==> config.mk <==
export PLATFORM = sky130hd
export DESIGN_NAME = des_ahb_master_flat
export DESIGN_NICKNAME = d
export VERILOG_FILES = /design/src/rtl/des_ahb_pkg.sv /design/src/rtl/des_ahb_master_if.sv /design/src/rtl/des_ahb_wait_ctr.sv /design/src/rtl/des_ahb_master.sv /design/src/flat_wrapper.sv
export SDC_FILE = /design/constraint.sdc
export NUM_CORES = 1
export LEC_CHECK = 0
export CELL_PAD_IN_SITES_DETAIL_PLACEMENT = 0
export CELL_PAD_IN_SITES_GLOBAL_PLACEMENT = 1
export CORE_MARGIN = 8
export CORE_UTILIZATION = 42
export DETAILED_ROUTE_END_ITERATION = 8
export GPL_ROUTABILITY_DRIVEN = 1
export PLACE_DENSITY_LB_ADDON = 0.1
export RECOVER_POWER = 50
export REMOVE_ABC_BUFFERS = 1
export SLEW_MARGIN = 25
export SYNTH_ARGS = -nofsm -noshare
export SYNTH_HDL_FRONTEND = slang
export SYNTH_SLANG_ARGS = --single-unit
==> constraint.sdc <==
create_clock -name HCLK -period 24.3 [get_ports HCLK]
set_input_delay 2.43 -clock HCLK [delete_from_list [all_inputs] [get_ports HCLK]]
set_output_delay 2.43 -clock HCLK [all_outputs]
set_load 0.03 [all_outputs]
==> src/rtl/des_ahb_pkg.sv <==
// Shared encodings for the Triple-DES AHB-Lite master: bus constants, register offsets, FSM states.
package des_ahb_pkg;

  localparam logic [1:0] HTRANS_IDLE   = 2'b00;
  localparam logic [1:0] HTRANS_NONSEQ = 2'b10;
  localparam logic [2:0] HSIZE_DW      = 3'b011;
  localparam logic [2:0] HBURST_SINGLE = 3'b000;
  localparam logic [3:0] HPROT_DATA    = 4'h3;

  localparam logic [3:0] REG_MODE   = 4'd0;
  localparam logic [3:0] REG_KEY1   = 4'd1;
  localparam logic [3:0] REG_KEY2   = 4'd2;
  localparam logic [3:0] REG_KEY3   = 4'd3;
  localparam logic [3:0] REG_DATA   = 4'd4;
  localparam logic [3:0] REG_RESULT = 4'd8;

  typedef enum logic [2:0] {
    ST_IDLE, ST_CFG, ST_BLK, ST_WAIT, ST_RD, ST_RDATA, ST_HOLD, ST_ERROR
  } state_e;

  // The slave decodes word indices, so the offset is added directly to the base.
  function automatic logic [31:0] reg_addr(input logic [31:0] base, input logic [3:0] idx);
    return base + {28'd0, idx};
  endfunction

endpackage

==> src/rtl/des_ahb_master_if.sv <==
// AHB-Lite bus bundle between the DES master and the DES slave.
interface des_ahb_master_if;
  logic        HREADY;
  logic        HRESP;
  logic [63:0] HRDATA;
  logic [31:0] HADDR;
  logic        HWRITE;
  logic [1:0]  HTRANS;
  logic [2:0]  HSIZE;
  logic [2:0]  HBURST;
  logic [3:0]  HPROT;
  logic        HMASTLOCK;
  logic [63:0] HWDATA;

  modport master (input HREADY, HRESP, HRDATA,
                  output HADDR, HWRITE, HTRANS, HSIZE, HBURST, HPROT, HMASTLOCK, HWDATA);
  modport slave  (output HREADY, HRESP, HRDATA,
                  input HADDR, HWRITE, HTRANS, HSIZE, HBURST, HPROT, HMASTLOCK, HWDATA);
endinterface

==> src/rtl/des_ahb_wait_ctr.sv <==
// Loadable down-counter timing the gap between the data write and the result read.
module des_ahb_wait_ctr #(
  parameter int W = 8
) (
  input  logic         clk,
  input  logic         rst,
  input  logic         load_i,
  input  logic         en_i,
  input  logic [W-1:0] load_val_i,
  output logic         done_o
);
  logic [W-1:0] cnt_q;

  always_ff @(posedge clk or posedge rst) begin
    if (rst)                            cnt_q <= '0;
    else if (load_i)                    cnt_q <= load_val_i;
    else if (en_i && (cnt_q != '0))     cnt_q <= cnt_q - 1'b1;
  end

  // Asserted on the last waiting cycle: the decrement to zero coincides with leaving WAIT.
  assign done_o = (cnt_q == W'(1));
endmodule

==> src/rtl/des_ahb_master.sv <==
// AHB-Lite master sequencing config/block writes and result reads to the Triple-DES slave.
// Optional: DES_MASTER_ERRCHK_EN enables HRESP error trapping into a sticky ERROR state.
module des_ahb_master
  import des_ahb_pkg::*;
#(
  parameter logic [31:0] BASE_ADDR   = 32'hAAAAAAA0,
  parameter int          RESULT_WAIT = 7
) (
  input  logic                     HCLK,
  input  logic                     HRESET,
  des_ahb_master_if.master         ahb,
  input  logic                     cfg_valid,
  output logic                     cfg_ready,
  input  logic                     cfg_enc_dec,
  input  logic [63:0]              cfg_key1,
  input  logic [63:0]              cfg_key2,
  input  logic [63:0]              cfg_key3,
  input  logic                     blk_valid,
  output logic                     blk_ready,
  input  logic [63:0]              blk_data,
  output logic                     res_valid,
  input  logic                     res_ready,
  output logic [63:0]              res_data,
  output logic                     keyed,
  output logic                     busy,
  output logic                     err
);
  state_e           state_q;
  logic [2:0]       idx_q;
  logic [31:0]      haddr_q;
  logic [1:0]       htrans_q;
  logic             hwrite_q;
  logic [63:0]      hwdata_q;
  logic             cfg_rdy_q, res_vld_q, keyed_q;
  logic             mode_q;
  logic [2:0][63:0] key_q;
  logic [63:0]      blk_q, res_q, wsel;
  logic             wait_done, wait_load, blk_fire, cfg_fire, dph;

  assign blk_ready = cfg_rdy_q && keyed_q && !cfg_valid;
  assign cfg_fire  = cfg_valid && cfg_rdy_q;
  assign blk_fire  = blk_valid && blk_ready;
  assign wait_load = (state_q == ST_BLK) && (idx_q == 3'd1) && ahb.HREADY;
  // A data phase is in flight during CFG idx 1..4, BLK idx 1 and RDATA.
  assign dph = ((state_q == ST_CFG) && (idx_q != 3'd0)) ||
               ((state_q == ST_BLK) && (idx_q == 3'd1)) || (state_q == ST_RDATA);

  always_comb begin
    wsel = key_q[2];
    case (idx_q)
      3'd0:    wsel = {63'd0, mode_q};
      3'd1:    wsel = key_q[0];
      3'd2:    wsel = key_q[1];
      default: wsel = key_q[2];
    endcase
  end

  des_ahb_wait_ctr #(.W(8)) u_wait (
    .clk(HCLK), .rst(HRESET), .load_i(wait_load), .en_i(ahb.HREADY),
    .load_val_i(8'(RESULT_WAIT)), .done_o(wait_done)
  );

`ifdef DES_MASTER_ERRCHK_EN
  logic err_q;
  assign err = err_q;
`else
  logic unused_hresp;
  assign unused_hresp = ahb.HRESP;
  assign err = 1'b0;
`endif

  always_ff @(posedge HCLK or posedge HRESET) begin
    if (HRESET) begin
      state_q <= ST_IDLE;  idx_q <= '0;  haddr_q <= '0;  htrans_q <= HTRANS_IDLE;
      hwrite_q <= 1'b0;    hwdata_q <= '0; cfg_rdy_q <= 1'b0; res_vld_q <= 1'b0;
      res_q <= '0;         keyed_q <= 1'b0; mode_q <= 1'b0; key_q <= '0; blk_q <= '0;
`ifdef DES_MASTER_ERRCHK_EN
      err_q <= 1'b0;
`endif
    end else begin
`ifdef DES_MASTER_ERRCHK_EN
      if (dph && ahb.HRESP) begin
        state_q <= ST_ERROR; htrans_q <= HTRANS_IDLE; hwrite_q <= 1'b0;
        cfg_rdy_q <= 1'b0;   res_vld_q <= 1'b0;       err_q <= 1'b1;
      end else
`endif
      case (state_q)
        ST_IDLE: begin
          cfg_rdy_q <= 1'b1;
          if (cfg_fire) begin
            mode_q <= cfg_enc_dec; key_q <= {cfg_key3, cfg_key2, cfg_key1};
            state_q <= ST_CFG; idx_q <= '0; cfg_rdy_q <= 1'b0;
            haddr_q <= reg_addr(BASE_ADDR, REG_MODE); htrans_q <= HTRANS_NONSEQ; hwrite_q <= 1'b1;
          end else if (blk_fire) begin
            blk_q <= blk_data; state_q <= ST_BLK; idx_q <= '0; cfg_rdy_q <= 1'b0;
            haddr_q <= reg_addr(BASE_ADDR, REG_DATA); htrans_q <= HTRANS_NONSEQ; hwrite_q <= 1'b1;
          end
        end
        ST_CFG: if (ahb.HREADY) begin
          // idx 0..3 are address phases; idx 4 is the trailing key3 data phase.
          if (idx_q != 3'd4) hwdata_q <= wsel;
          if (idx_q < 3'd3) haddr_q <= reg_addr(BASE_ADDR, REG_MODE + 4'(idx_q) + 4'd1);
          else if (idx_q == 3'd3) begin htrans_q <= HTRANS_IDLE; hwrite_q <= 1'b0; end
          if (idx_q == 3'd4) begin state_q <= ST_IDLE; keyed_q <= 1'b1; cfg_rdy_q <= 1'b1; end
          else idx_q <= idx_q + 3'd1;
        end
        ST_BLK: if (ahb.HREADY) begin
          if (idx_q == 3'd0) begin
            hwdata_q <= blk_q; htrans_q <= HTRANS_IDLE; hwrite_q <= 1'b0; idx_q <= 3'd1;
          end else state_q <= ST_WAIT;
        end
        ST_WAIT: if (ahb.HREADY && wait_done) begin
          state_q <= ST_RD; haddr_q <= reg_addr(BASE_ADDR, REG_RESULT);
          htrans_q <= HTRANS_NONSEQ; hwrite_q <= 1'b0;
        end
        ST_RD: if (ahb.HREADY) begin htrans_q <= HTRANS_IDLE; state_q <= ST_RDATA; end
        ST_RDATA: if (ahb.HREADY) begin res_q <= ahb.HRDATA; res_vld_q <= 1'b1; state_q <= ST_HOLD; end
        ST_HOLD: if (res_ready) begin res_vld_q <= 1'b0; state_q <= ST_IDLE; cfg_rdy_q <= 1'b1; end
        default: state_q <= state_q;
      endcase
    end
  end

  assign ahb.HADDR     = haddr_q;
  assign ahb.HTRANS    = htrans_q;
  assign ahb.HWRITE    = hwrite_q;
  assign ahb.HWDATA    = hwdata_q;
  assign ahb.HSIZE     = HSIZE_DW;
  assign ahb.HBURST    = HBURST_SINGLE;
  assign ahb.HPROT     = HPROT_DATA;
  assign ahb.HMASTLOCK = 1'b0;
  assign cfg_ready     = cfg_rdy_q;
  assign res_valid     = res_vld_q;
  assign res_data      = res_q;
  assign keyed         = keyed_q;
  assign busy          = (state_q != ST_IDLE);
endmodule
==> src/flat_wrapper.sv <==
// flat-port wrapper written by rule: the top's interface ports become plain ports
module des_ahb_master_flat import des_ahb_pkg::*;
#(
  parameter logic [31:0] BASE_ADDR   = 32'hAAAAAAA0,
  parameter int          RESULT_WAIT = 7
)
  (HCLK, HRESET, cfg_valid, cfg_ready, cfg_enc_dec, cfg_key1, cfg_key2, cfg_key3, blk_valid, blk_ready, blk_data, res_valid, res_ready, res_data, keyed, busy, err, ahb_HREADY, ahb_HRESP, ahb_HRDATA, ahb_HADDR, ahb_HWRITE, ahb_HTRANS, ahb_HSIZE, ahb_HBURST, ahb_HPROT, ahb_HMASTLOCK, ahb_HWDATA);
  des_ahb_master_if ahb_i ();
  input  logic HCLK;
  input  logic HRESET;
  input  logic cfg_valid;
  output logic cfg_ready;
  input  logic cfg_enc_dec;
  input  logic [63:0] cfg_key1;
  input  logic [63:0] cfg_key2;
  input  logic [63:0] cfg_key3;
  input  logic blk_valid;
  output logic blk_ready;
  input  logic [63:0] blk_data;
  output logic res_valid;
  input  logic res_ready;
  output logic [63:0] res_data;
  output logic keyed;
  output logic busy;
  output logic err;
  input wire logic [$bits(ahb_i.HREADY)-1:0] ahb_HREADY;
  input wire logic [$bits(ahb_i.HRESP)-1:0] ahb_HRESP;
  input wire logic [$bits(ahb_i.HRDATA)-1:0] ahb_HRDATA;
  output wire logic [$bits(ahb_i.HADDR)-1:0] ahb_HADDR;
  output wire logic [$bits(ahb_i.HWRITE)-1:0] ahb_HWRITE;
  output wire logic [$bits(ahb_i.HTRANS)-1:0] ahb_HTRANS;
  output wire logic [$bits(ahb_i.HSIZE)-1:0] ahb_HSIZE;
  output wire logic [$bits(ahb_i.HBURST)-1:0] ahb_HBURST;
  output wire logic [$bits(ahb_i.HPROT)-1:0] ahb_HPROT;
  output wire logic [$bits(ahb_i.HMASTLOCK)-1:0] ahb_HMASTLOCK;
  output wire logic [$bits(ahb_i.HWDATA)-1:0] ahb_HWDATA;
  assign ahb_i.HREADY = ahb_HREADY;
  assign ahb_i.HRESP = ahb_HRESP;
  assign ahb_i.HRDATA = ahb_HRDATA;
  assign ahb_HADDR = ahb_i.HADDR;
  assign ahb_HWRITE = ahb_i.HWRITE;
  assign ahb_HTRANS = ahb_i.HTRANS;
  assign ahb_HSIZE = ahb_i.HSIZE;
  assign ahb_HBURST = ahb_i.HBURST;
  assign ahb_HPROT = ahb_i.HPROT;
  assign ahb_HMASTLOCK = ahb_i.HMASTLOCK;
  assign ahb_HWDATA = ahb_i.HWDATA;
  des_ahb_master #(.BASE_ADDR(BASE_ADDR), .RESULT_WAIT(RESULT_WAIT)) u_core (.HCLK(HCLK), .HRESET(HRESET), .ahb(ahb_i), .cfg_valid(cfg_valid), .cfg_ready(cfg_ready), .cfg_enc_dec(cfg_enc_dec), .cfg_key1(cfg_key1), .cfg_key2(cfg_key2), .cfg_key3(cfg_key3), .blk_valid(blk_valid), .blk_ready(blk_ready), .blk_data(blk_data), .res_valid(res_valid), .res_ready(res_ready), .res_data(res_data), .keyed(keyed), .busy(busy), .err(err));
endmodule
* Word-level counts from Yosys, hierarchy flattened *
Cells that the tools add are included.
Widths: inputs -> output; s select.

cells by class
  $add $sub $neg = 4
  magnitude comparators = 1
  equal/unequal tests = 27
  mux-type cells = 60
  bitwise logic cells = 1
  reductions and logical operators = 34

operators with widths
  cell                   number
  $mux 64                4
  $pmux 64 s3            1
  $mux 32                5
  $pmux 64 s2            1
  $pmux 32 s3            1
  $mux 3                 16
  $add 32x4->32 const A  1
  $ne 2x2->1 const B     13
  $pmux 3 s7             1
  $mux 2                 9
  $mux 8                 2
  $mux 1                 15
  $eq 3x2->1 const B     4
  $eq 3x3->1 const B     4
  $reduce_bool 3->1      4
  $pmux 2 s5             1
  $reduce_and 10->1      1
  $reduce_and 5->1       2
  $pmux 3 s3             1
  $reduce_and 3->1       3
  $reduce_and 9->1       1
  $eq 8x1->1 const B     1
  $logic_and 1x1->1      8
  $reduce_and 8->1       1
  other kinds (22)       27

word-level totals
  bits in registers = 437
  bits of input ports = 328
  output and inout bits = 180
  logic and storage cells = 143

* Longest topological paths before layout *
Gate-level depths: netlist of run 1.

  word-level depth = 6
  mapped depth = 8
  depth with buffers taken out = 7

* By module *
Synthesis of run 1 repeated with hierarchy kept, for this count alone.

unflattened totals
  cells, all modules = 1288
  area total of the unflattened synthesis = 17968.5 µm²

modules (own cells, without submodules)
  module            instances  cells an instance  area an instance (µm²)  sequential area each (µm²)
  des_ahb_master    1          1223               17370.4                 10034.6
  des_ahb_wait_ctr  1          65                 598.1                   200.2

* Least setup slack after synthesis of run 1 *
No wires, ideal clock.

  kind = input-to-output
  from = in cfg_valid
  to = out blk_ready
  arrival time = 2.843 ns
  required time = 21.870 ns
  path slack = 19.027 ns
  stages on the path = 1
  buffers on the path = 0
  path through = nor2_1

between the ends
  word-level cells in the longest chain between the ends = 2

RTL lines
  element            RTL line              RTL
  from (decl)        flat_wrapper.sv:11    input logic cfg_valid;
  $logic_not 1->1    des_ahb_master.sv:40  assign blk_ready = cfg_rdy_q && keyed_q && !cfg_valid;
  $logic_and 1x1->1  des_ahb_master.sv:40
  to (decl)          flat_wrapper.sv:18    output logic blk_ready;

No other way between the ends.

==> results of run 1 <==
-- worst paths after layout --
check	depth (start not counted)	to	slack [ns]
min in group asynchronous	2	u_core.key_q[100]	4.24
max in group HCLK	6	u_core.key_q[94]	16.97
worst max register to register	6	u_core.key_q[94]	18.69
worst min-delay path	1	u_core.ahb.HWDATA[4]	0.47
worst max-delay path	3	u_core.key_q[15]	14.67
worst min register to register	1	u_core.ahb.HWDATA[4]	0.47
-- logic make-up (layout without fill, tap and decap cells) --
logic type | after synthesis | after routing | share of synthesized area, %
flip-flops | 409 | 409 | 57.25
multiplexers | 330 | 330 | 21.53
AO/OA/AOI/OAI | 231 | 231 | 12.02
buffers and inverters | 145 | 591 | 4.850
AND/OR/NAND/NOR | 135 | 135 | 3.444
adder cells (fa/ha/maj) | 8 | 8 | 0.5600
XOR/XNOR | 6 | 6 | 0.2940
other | 2 | 40 | 0.04201
-- worst register-to-register path, delay by kind of cell (launching register included) --
kind / cells / cell delay (ns)
mux: 1 / 0.50
buf+inv: 3 / 3.98
simple gates: 2 / 0.38
flops: 1 / 0.63
-- flip-flops by register name, indices dropped and copies added, names as in the netlist --
name                 flops
u_core.u_wait.cnt_q      8
u_core.keyed             1
u_core.blk_q            64
u_core.ahb.HADDR         5
u_core.state_q           3
u_core.mode_q            1
u_core.ahb.HTRANS        1
u_core.res_data         64
u_core.ahb.HWRITE        1
u_core.key_q           192
u_core.idx_q             3
u_core.cfg_ready         1
u_core.res_valid         1
u_core.ahb.HWDATA       64
-- stage by stage --
step,hold slack [ns],power (mW),area [um2]
4_1_cts,0.4769,3.057,24270
2_1_floorplan,0.4652,1.931,17160
6_report,0.4661,2.984,24250
3_3_place_gp,0.4592,2.335,22790
3_5_place_dp,0.4645,2.360,22790
5_1_grt,0.4796,3.159,24240
-- metal layers --
| metal | part of all wire [%] | vias to the layer above | GRT usage, % |
|---|---|---|---|
| li1 | - | 5505 | - |
| met1 | 39 | 6220 | 25.61 |
| met2 | 49 | 377 | 34.82 |
| met3 | 8.7 | 102 | 7.785 |
| met4 | 2.7 | 28 | 7.612 |
| met5 | 0.34 | - | 0 |
-- layout make-up --
cell class	instances	area (um2)
inverters	14	53.80
clock buffers	76	1415
fillers	3491	17700
flip-flops and latches	409	10230
diodes	13	32.53
multi-input cells	737	6877
clock inverters	7	66.31
repair buffers	494	4896
well taps	539	674.4
-- report_power, final --
group | switching (mW) | internal (mW) | leakage, nW
Clock | 0.272 | 0.406 | 0.726
Sequential | 0.151 | 0.954 | 5.14
Combinational | 0.663 | 0.538 | 5.15
Total | 1.09 | 1.90 | 11.0
-- placed cells by master, fill, tap and decap left out, types with 3 or more instances in the layout --
cell type and n:
o21ai_0 9, xnor2_1 6, ha_1 8, conb_1 27, clkbuf_1 20, a21oi_1 11, a222oi_1 64, clkdlybuf4s50_1 356
nor3_1 4, mux2_1 23, dlygate4sd3_1 123, diode_2 13, mux2_4 29, a21o_1 63, clkinv_2 4, buf_4 10
nand2_1 11, nor4_1 3, mux2_2 276, nand3_1 7, nor2_1 85, clkbuf_8 13, inv_1 11, a211oi_2 55
clkbuf_16 47, a211oi_1 10, o211ai_1 4, or3_1 6, dfrtp_1 409
==> summary.json, run 1 <==
{
  "placement": {
    "place_congestion": 0.7856,
    "placement.io_buffers": 479,
    "dp.final_hpwl_mm": 37.32,
    "place_ws_ns": 18.09,
    "placedCellCount": 2193
  },
  "cts": {
    "clk_root_buffer_cell": "clkbuf_16",
    "post_cts_hold_buffer_count": 0,
    "reg_clk_slew_reported_paths_ns": 0.06,
    "cts-resized-gates": 0,
    "cts_tree": "yes",
    "clock_tree.buffer_depth": 3,
    "numCtsBuffers": 46,
    "post-cts-setup-buffers": 0,
    "worst_skew_pair.late_latency_ns": 0.57,
    "htree_levels": 2,
    "clock_sink_count": 409
  },
  "synthesis": {
    "synth.cells.most_frequent": "dfrtp_1 (409), mux2_2 (276), nor2_1 (86), a222oi_1 (64), a21o_1 (63)",
    "synthTopCellsByArea": "dfrtp_1 (57%), mux2_2 (17%), a211oi_2 (3.8%)",
    "synth_most_common_cell": "dfrtp_1",
    "gate_count_after_technology_mapping": 1266,
    "synth-edff-count": 0,
    "syn_area_um2": 17880,
    "yosys.cell_types.count": 50,
    "syn-mean-instance-area_um2": 14.12,
    "yosysTopAreaCell": "dfrtp_1",
    "ys_warn_count": 0,
    "yosys.area.top_type_share_pct": 57.25,
    "ys_seq_elements": 409,
    "asyncSetResetFlopFracSynth_pct": 100.0,
    "synth.yosys.seq_area_share_pct": 57.25,
    "yosys_most_used_dff": "dfrtp_1"
  },
  "floorplan": {
    "placementRows": 75,
    "initial_core_utilization_pct": 42.62,
    "die_y_um": 222.3,
    "total_die_area_um2": 49420,
    "die_width_um": 222.3,
    "core-area_um2": 41950,
    "floorplan.io_pins": 508
  },
  "critical_path": {
    "first_element_of_the_critical_path": "HRESET",
    "timing.critical_path.required_ns": 24.08,
    "critical-path-slowest-cell": "clkinvlp_2",
    "path_buf_inv": 3,
    "critical-path-top-delay-family": "buffers and inverters",
    "critical_path_class": "in -> async",
    "reg2reg_from": "u_core.state_q[0]",
    "timing.critical_path.fanout_max": 138,
    "worst_setup_path_end_kind": "asynchronous set/reset pin",
    "timing.critical_path.from_type": "primary input",
    "worst_ep_arrival_time_ns": 9.41,
    "worst_path_largest_cell_delay_ns": 3.40,
    "crit_path_cell_trace": "dlygate4sd3_1, clkinvlp_2, clkbuf_1"
  },
  "hold_path": {
    "worstHoldPathType": "reg -> reg",
    "hp-start": "u_core.ahb.HWDATA[4]"
  },
  "timing": {
    "final_hold_viol_count": 0,
    "setup-violations-final": 0,
    "slew-limit-headroom_pct": -309.5,
    "fin_crit_ns": 9.629,
    "rsz0062_at_grt": "false",
    "final-max-slew-violation-count": 512,
    "worst-slew-pin-transition_ns": 6.109,
    "tns_ns": 0,
    "final.setup.worst_slack_ns": 14.67,
    "clock-skew-final_ns": 0.01568,
    "period_share_pct": 39.63,
    "maxClockFrequency_mhz": 103.9
  },
  "global_routing": {
    "wire_length_of_the_first_global_routing_pass_mm": 81.31,
    "globalRoute.totalOverflow": 0,
    "antenna_found_initial": 28,
    "gr-usage-all-layers_pct": 21.28,
    "first_global_vias": 13030,
    "largest_net_degree_at_the_start_of_global_routing": 139
  },
  "final_layout": {
    "layout.nets": 2038,
    "post_route_cells_drive_above_1_share_pct": 26.08,
    "area_growth_pct": 35.65,
    "finalNonFillerCells": 2289,
    "finish.utilization_pct": 57.81
  },
  "detailed_routing": {
    "drc_errors": 0,
    "routed_wirelength_mm": 53.45,
    "drt_iter0_drc": 868,
    "count_of_tritonroute_iterations_in_the_first_routing_pass": 6,
    "vias": 12230,
    "wl_per_cell_um": 23.35,
    "route.detailed.vias_per_inst": 5.344,
    "drtAntennaViolNets": 0
  },
  "job": {
    "maxCapViolCount": 7
  },
  "status": {
    "violations": "capacitance limit, slew limit",
    "status": "complete, but fails checks"
  },
  "pwr": {
    "total_leakage_power_nw": 11.02,
    "power.density_cell_area_nw_per_um2": 123.1,
    "worst_voltage_drop_across_the_vdd_grid_mv": 0.08389
  }
}
Note: power is estimated with default switching activity, not from simulation.
==> run 2: changes to the inputs <==
--- a/config.mk
+++ b/config.mk
@@ -8,7 +8,7 @@
 export CELL_PAD_IN_SITES_DETAIL_PLACEMENT = 0
 export CELL_PAD_IN_SITES_GLOBAL_PLACEMENT = 1
 export CORE_MARGIN = 8
-export CORE_UTILIZATION = 42
+export CORE_UTILIZATION = 39
 export DETAILED_ROUTE_END_ITERATION = 8
 export GPL_ROUTABILITY_DRIVEN = 1
 export PLACE_DENSITY_LB_ADDON = 0.1
==> constraint.sdc (replaced) <==
create_clock -name HCLK -period 10.1 [get_ports HCLK]
set_input_delay 1.01 -clock HCLK [delete_from_list [all_inputs] [get_ports HCLK]]
set_output_delay 1.01 -clock HCLK [all_outputs]
set_load 0.03 [all_outputs]
==> run 2 against run 1 <==
Against the previous run: the run still ends with capacitance limit, slew limit left; first-iteration DRC count is 1.2% higher; final cell count is 2.5% higher; clock power is 140% higher; count of clock-buffer cells in the layout is 5 lower; non-clock buffer count is 2 higher; combinational power is 140% higher; largest power group unchanged; via count is 1.1% lower; worst hold slack better by 0.0034 ns; global-route usage is 1.3 points lower; flip-flop and latch count stayed put; critical path type is now in -> reg; die area is 7.1% higher.
==> summary.json, run 2 (same netlist as run 1, synthesis figures left out) <==
{
  "global_routing": {
    "gr-usage-all-layers": {"value": 19.95, "unit": "%", "change": "-1.3 points"},
    "first_global_vias": {"value": 12820, "change": "-1.6%"},
    "largest_net_degree_at_the_start_of_global_routing": {"value": 90, "change": "-35%"},
    "wire_length_of_the_first_global_routing_pass": {"value": 81.64, "unit": "mm", "change": "+0.41%"},
    "globalRoute.totalOverflow": {"value": 0, "change": "unchanged"},
    "antenna_found_initial": {"value": 19, "change": "-32%"}
  },
  "timing": {
    "period_share_pct": 51.44,
    "worst-slew-pin-transition": {"value": 4.078, "unit": "ns", "change": "-2.031 ns"},
    "fin_crit_ns": 5.196,
    "final-max-slew-violation-count": {"value": 172, "change": "-66%"},
    "setup-violations-final": {"value": 0, "change": "unchanged"},
    "slew-limit-headroom": {"value": -173.4, "unit": "%", "change": "+140 points"},
    "final_hold_viol_count": {"value": 0, "change": "unchanged"},
    "clock-skew-final": {"value": 0.01394, "unit": "ns", "change": "-0.001746 ns"},
    "rsz0062_at_grt": "false",
    "maxClockFrequency_mhz": 192.5
  },
  "detailed_routing": {
    "count_of_tritonroute_iterations_in_the_first_routing_pass": {"value": 8, "change": "+2"},
    "routed_wirelength": {"value": 54.26, "unit": "mm", "change": "+1.5%"},
    "route.detailed.vias_per_inst": {"value": 5.156, "change": "-3.5%"},
    "drtAntennaViolNets": {"value": 0, "change": "unchanged"},
    "wl_per_cell": {"value": 23.12, "unit": "um", "change": "-0.99%"},
    "vias": {"value": 12100, "change": "-1.1%"},
    "drt_iter0_drc": {"value": 878, "change": "+1.2%"},
    "drc_errors": {"value": 0, "change": "unchanged"}
  },
  "critical_path": {
    "timing.critical_path.required": {"value": 10.54, "unit": "ns", "change": "-13.54 ns"},
    "r2r-end": "u_core.key_q[128]",
    "rrSetupSlack": {"value": 5.16, "unit": "ns", "change": "-13.53 ns"},
    "crit_path_cell_trace": "dlygate4sd3_1, nand2_1, nor2_4, clkbuf_1, buf_4, mux2_2",
    "first_element_of_the_critical_path": "cfg_valid",
    "reg2reg_from": "u_core.state_q[2]",
    "reg2reg_depth": {"value": 6, "change": "unchanged"},
    "critical-path-slowest-cell": "clkbuf_1",
    "worst_setup_path_end_kind": "register",
    "critical_path_class": "in -> reg",
    "worst_ep_arrival_time": {"value": 5.64, "unit": "ns", "change": "-3.77 ns"},
    "worst_path_largest_cell_delay": {"value": 2.20, "unit": "ns", "change": "-1.20 ns"},
    "timing.critical_path.from_type": "primary input",
    "timing.critical_path.fanout_max": {"value": 63, "change": "-54%"}
  },
  "floorplan": {
    "floorplan.io_pins": {"value": 508, "change": "unchanged"},
    "placementRows": {"value": 78, "change": "+4.0%"},
    "core-area": {"value": 45280, "unit": "um2", "change": "+8.0%"},
    "initial_core_utilization": {"value": 39.48, "unit": "%", "change": "-3.1 points"},
    "die_y": {"value": 230.1, "unit": "um", "change": "+3.5%"},
    "die_width": {"value": 230.1, "unit": "um", "change": "+3.5%"},
    "total_die_area": {"value": 52940, "unit": "um2", "change": "+7.1%"}
  },
  "placement": {
    "placement.io_buffers": {"value": 479, "change": "unchanged"},
    "placement.cell_area": {"value": 22870, "unit": "um2", "change": "+0.37%"},
    "dp.final_hpwl": {"value": 37.49, "unit": "mm", "change": "+0.45%"},
    "place_congestion": {"value": 0.7730, "change": "-1.6%"}
  },
  "pwr": {
    "comb_power_share": {"value": 40.5, "unit": "%", "change": "+0.2 points"},
    "power.density_cell_area": {"value": 296.2, "unit": "nW/um2", "change": "+140%"},
    "clock_power_share": {"value": 22.6, "unit": "%", "change": "about the same"},
    "netSwitchingFraction": {"value": 36.62, "unit": "%", "change": "+0.20 points"},
    "report.power.total": {"value": 7.214, "unit": "mW", "change": "+140%"},
    "power_report.internal_total": {"value": 4.572, "unit": "mW", "change": "+140%"},
    "switchingPower": {"value": 2.642, "unit": "mW", "change": "+140%"},
    "seq_power_share": {"value": 36.9, "unit": "%", "change": "about the same"},
    "worst_voltage_drop_across_the_vdd_grid": {"value": 0.1627, "unit": "mV", "change": "+94%"},
    "total_leakage_power": {"value": 11.02, "unit": "nW", "change": "about the same"}
  },
  "status": {
    "violations": "capacitance limit, slew limit",
    "status": "complete, but fails checks"
  },
  "cts": {
    "clk_root_buffer_cell": "clkbuf_16",
    "post-cts-setup-buffers": {"value": 0, "change": "unchanged"},
    "htree_levels": {"value": 2, "change": "unchanged"},
    "cts-resized-gates": {"value": 0, "change": "unchanged"},
    "post_cts_hold_buffer_count": {"value": 0, "change": "unchanged"},
    "worst_skew_pair.late_latency": {"value": 0.56, "unit": "ns", "change": "about the same"},
    "numCtsBuffers": {"value": 46, "change": "unchanged"},
    "clock_tree.buffer_depth": {"value": 3, "change": "unchanged"},
    "clock_sink_count": {"value": 409, "change": "unchanged"},
    "cts_tree": "yes",
    "reg_clk_slew_reported_paths": {"value": 0.06, "unit": "ns", "change": "about the same"}
  },
  "final_layout": {
    "layout_commonest_cell": "dfrtp_1",
    "layout.nets": {"value": 2040, "change": "+0.098%"},
    "max_flop_register": "u_core.key_q",
    "finish.utilization": {"value": 53.78, "unit": "%", "change": "-4.0 points"},
    "final_cell_mix": "dfrtp_1 (409), clkdlybuf4s50_1 (371), mux2_2 (276), dlygate4sd3_1 (108), nor2_1 (85)",
    "num-fill-cells": {"value": 3955, "change": "+13%"},
    "largest_reg_flops": {"value": 192, "change": "unchanged"},
    "final_area": {"value": 24350, "unit": "um2", "change": "+0.43%"},
    "multiInputGateArea": {"value": 6880, "unit": "um2", "change": "about the same"},
    "area_growth_pct": 36.24,
    "post_route_cells_drive_above_1_share": {"value": 26.37, "unit": "%", "change": "+0.29 points"},
    "ff_latch_area": {"value": 10230, "unit": "um2", "change": "unchanged"}
  },
  "hold_path": {
    "hp-start": "u_core.ahb.HWDATA[50]",
    "holdPathEnd": "u_core.ahb.HWDATA[50]",
    "worstHoldPathType": "reg -> reg",
    "whs_path_depth": {"value": 1, "change": "unchanged"}
  },
  "job": {
    "maxCapViolCount": {"value": 3, "change": "-4"}
  }
}
==> run 2: cell count changes in the layout (fill, tap and decap cells not counted), moves of 2 or more <==
| cell | previous run | this run |
|---|---|---|
| clkinv_2 | 4 | 6 |
| buf_4 | 10 | 13 |
| dlygate4sd3_1 | 123 | 108 |
| diode_2 | 13 | 10 |
| clkbuf_8 | 13 | 9 |
| clkbuf_1 | 20 | 16 |
| clkdlybuf4s50_1 | 356 | 371 |
==> run 2: cell type report <==
cell class / count / area share [%]
sequential: 409 / 42.03
multi-input combinational: 737 / 28.25
antenna: 10 / 0.1028
clock inverter: 10 / 0.4367
tap: 600 / 3.083
inverter: 14 / 0.2209
timing repair buffer: 496 / 20.31
clock buffer: 71 / 5.569
==> run 2: worst max path at each step <==
| stage | to |
|---|---|
| finish | u_core.key_q[128] |
| CTS | u_core.ahb.HWDATA[52] |
| detailed placement | u_core.ahb.HWDATA[55] |
| global placement | u_core.ahb.HWDATA[55] |
| global route | u_core.res_data[33] |
| floorplan | u_core.ahb.HADDR[0] |
==> run 2: routing by layer <==
| metal | global-route usage, % | share of wire (%) | vias up |
|---|---|---|---|
| li1 | - | - | 5482 |
| met1 | 24.65 | 42 | 6213 |
| met2 | 33.02 | 49 | 316 |
| met3 | 6.452 | 7.3 | 73 |
| met4 | 5.920 | 2.1 | 16 |
| met5 | 0 | 0.17 | - |
==> run 2: worst max-delay path, delay by kind of cell <==
kind                   cells  cell delay [ns]
muxes                      1             0.41
buffers and inverters      3             3.76
and+or+nand+nor            2             0.29
==> run 2: power groups by stage <==
stage / Clock (mW) / Sequential (mW) / Combinational [mW]
2_1_floorplan: 0 / 3.07 / 1.57
3_3_place_gp: 0 / 2.67 / 2.98
3_5_place_dp: 0 / 2.69 / 3.01
4_1_cts: 1.68 / 2.67 / 3.02
5_1_grt: 1.75 / 2.74 / 3.14
6_report: 1.63 / 2.66 / 2.92
==> run 2: stage by stage <==
| stage | cells | setup slack, ns | setup TNS (ns) | hold slack (ns) |
|---|---|---|---|---|
| 2_1_floorplan | 1160 | -2.290 | -961.67 | 0.4652 |
| 3_3_place_gp | 2255 | 6.045 | 0 | 0.4577 |
| 3_5_place_dp | 2255 | 6.007 | 0 | 0.4647 |
| 4_1_cts | 2336 | 6.529 | 0 | 0.4782 |
| 5_1_grt | 2342 | 4.024 | 0 | 0.4861 |
| 6_report | 2347 | 4.904 | 0 | 0.4695 |
==> RTL edit (settings of run 2) <==
Encoding of `state_e`: now one-hot (8 bits for 8 states).
--- a/src/rtl/des_ahb_pkg.sv
+++ b/src/rtl/des_ahb_pkg.sv
@@ -15,6 +15,6 @@
   localparam logic [3:0] REG_RESULT = 4'd8;
 
-  typedef enum logic [2:0] {
-    ST_IDLE, ST_CFG, ST_BLK, ST_WAIT, ST_RD, ST_RDATA, ST_HOLD, ST_ERROR
+  typedef enum logic [7:0] {
+    ST_IDLE = 8'b00000001, ST_CFG = 8'b00000010, ST_BLK = 8'b00000100, ST_WAIT = 8'b00001000, ST_RD = 8'b00010000, ST_RDATA = 8'b00100000, ST_HOLD = 8'b01000000, ST_ERROR = 8'b10000000
   } state_e;
 
Function: same outputs for any inputs over 4 cycles, from zero or initial values and one cycle with HRESET high; so few cycles prove little.
==> RTL edit against run 2 <==
  * The flow still finishes with violations (max-capacitance violations, max-slew violations)
  * Wire length grew 1.6%
  * Sequential cell count up 4
  * Worst setup slack worse by 0.52 ns
  * Clock power rose by 6%
  * Hold slack better by 0.013 ns
  * Synthesized area down 0.35%
  * Core utilization rose by 0.24 points
  * Synthesized cell count increased by 1.4%
  * Via count rose by 0.97%
  * Clock skew up 0.0018 ns
  * Final area grew 0.22%
  * Total power fell by 5.3%
  * Critical path type is now register to register
  * Largest cell class unchanged
==> RTL edit: results <==
metrics = {
    "power": {
        "p_leak_nw": 11.4,
        "p_int_w": 0.00442,
        "p_seq_share_pct": 38.2,
        "p_comb_share_pct": 36.4,
    },
    "outcome": {
        "status": "complete, but fails checks",
        "violations": "max-capacitance violations, max-slew violations",
    },
    "placed_design": {
        "dp_hpwl_mm": 38.3,
        "dpl-instance-area_um2": 22800,
        "pre_cts_ws_ns": 6.04,
        "dp_cells": 2277,
        "gp_congestion": 0.784,
    },
    "global_route": {
        "grt_pass1_wl_mm": 83.4,
        "met1_usage_pct": 25.1,
        "grt_pass1_vias": 13028,
        "grt_max_degree": 83,
        "grt_use_total_pct": 20.5,
        "met2_usage_pct": 33.7,
    },
    "routing": {
        "wire_per_inst_um": 23.2,
        "first_pass_iters": 5,
        "route.vias.total": 12217,
        "viasPerCell": 5.14,
        "wl_met1_mm": 22.3,
        "drtIter0Drc": 883,
        "wl_met3_mm": 4.63,
    },
    "yosys": {
        "synth_fa_ha_area_share_pct": 0.562,
        "ys_types": 57,
        "avgSynthCellArea_um2": 13.9,
        "netlist_top_cells_count": "412 x dfrtp_1, 375 x mux2_2, 81 x nand2_1, 71 x o21ai_0, 63 x a222oi_1",
        "synth_area_leaders": "dfrtp_1 58%, mux2_2 24%, a222oi_1 3.5%, buf_4 2.4%, o21ai_0 2.0%",
        "synth.area.mux_share_pct": 24.9,
        "synth_xor_area_share_pct": 0.492,
        "ys_seq_area_share_pct": 58.0,
        "synth_compound_area_share_pct": 7.12,
    },
    "clocking": {
        "clock-root-buffer": "clkbuf_16",
        "cts_buffers": 47,
        "insertion_delay_ns": 0.58,
    },
    "setup_path": {
        "crit_fanout": 61,
        "r2r_slack_ns": 4.39,
        "r2r-end": "u_core.key_q[37]$_DFFE_PP0P_",
        "cp_slowest_stage_delay_ns": 2.41,
        "critPathKind": "register to register",
        "cp-startpoint": "u_core.state_q[6]$_DFFE_PP0P_",
        "cp_data_arrival_time_ns": 6.17,
    },
    "min_path": {
        "min_from": "u_core.key_q[12]$_DFFE_PP0P_",
    },
    "layout": {
        "nets": 2063,
    },
    "sta": {
        "maxSlewViolCount": 293,
        "fin_skew_ns": 0.0157,
    },
    "flow_run": {
        "maxCapViolCount": 5,
    },
}
RTL edit: cell count changes after synthesis, moves of 5 or more:
cell / before / now
buf_2: 41 / 28
mux2_2: 276 / 375
a21oi_1: 11 / 1
nand2_1: 12 / 81
nor2_1: 86 / 22
mux2_4: 36 / 0
a211oi_1: 10 / 2
a211oi_2: 55 / 0
buf_4: 42 / 58
o21ai_0: 9 / 71
xor2_1: 0 / 5
a21o_1: 63 / 5
RTL edit: final cells by class:
type,count,area (µm²)
diodes,11,27.5
clock buffers,67,1350
clock inverters,20,220
fillers,3899,20800
inverters,10,38.8
multi-input cells,759,6730
flip-flops and latches,413,10300
well taps,600,751
repair buffers,496,4950
RTL edit: cell families (layout without fill, tap and decap cells):
family	Yosys count	after routing
compound gates	169	169
xor+xnor	10	10
fa+ha+maj	8	8
buf+inv	137	593
flops	413	413
mux	395	395
other cells	2	38
simple gates	150	150
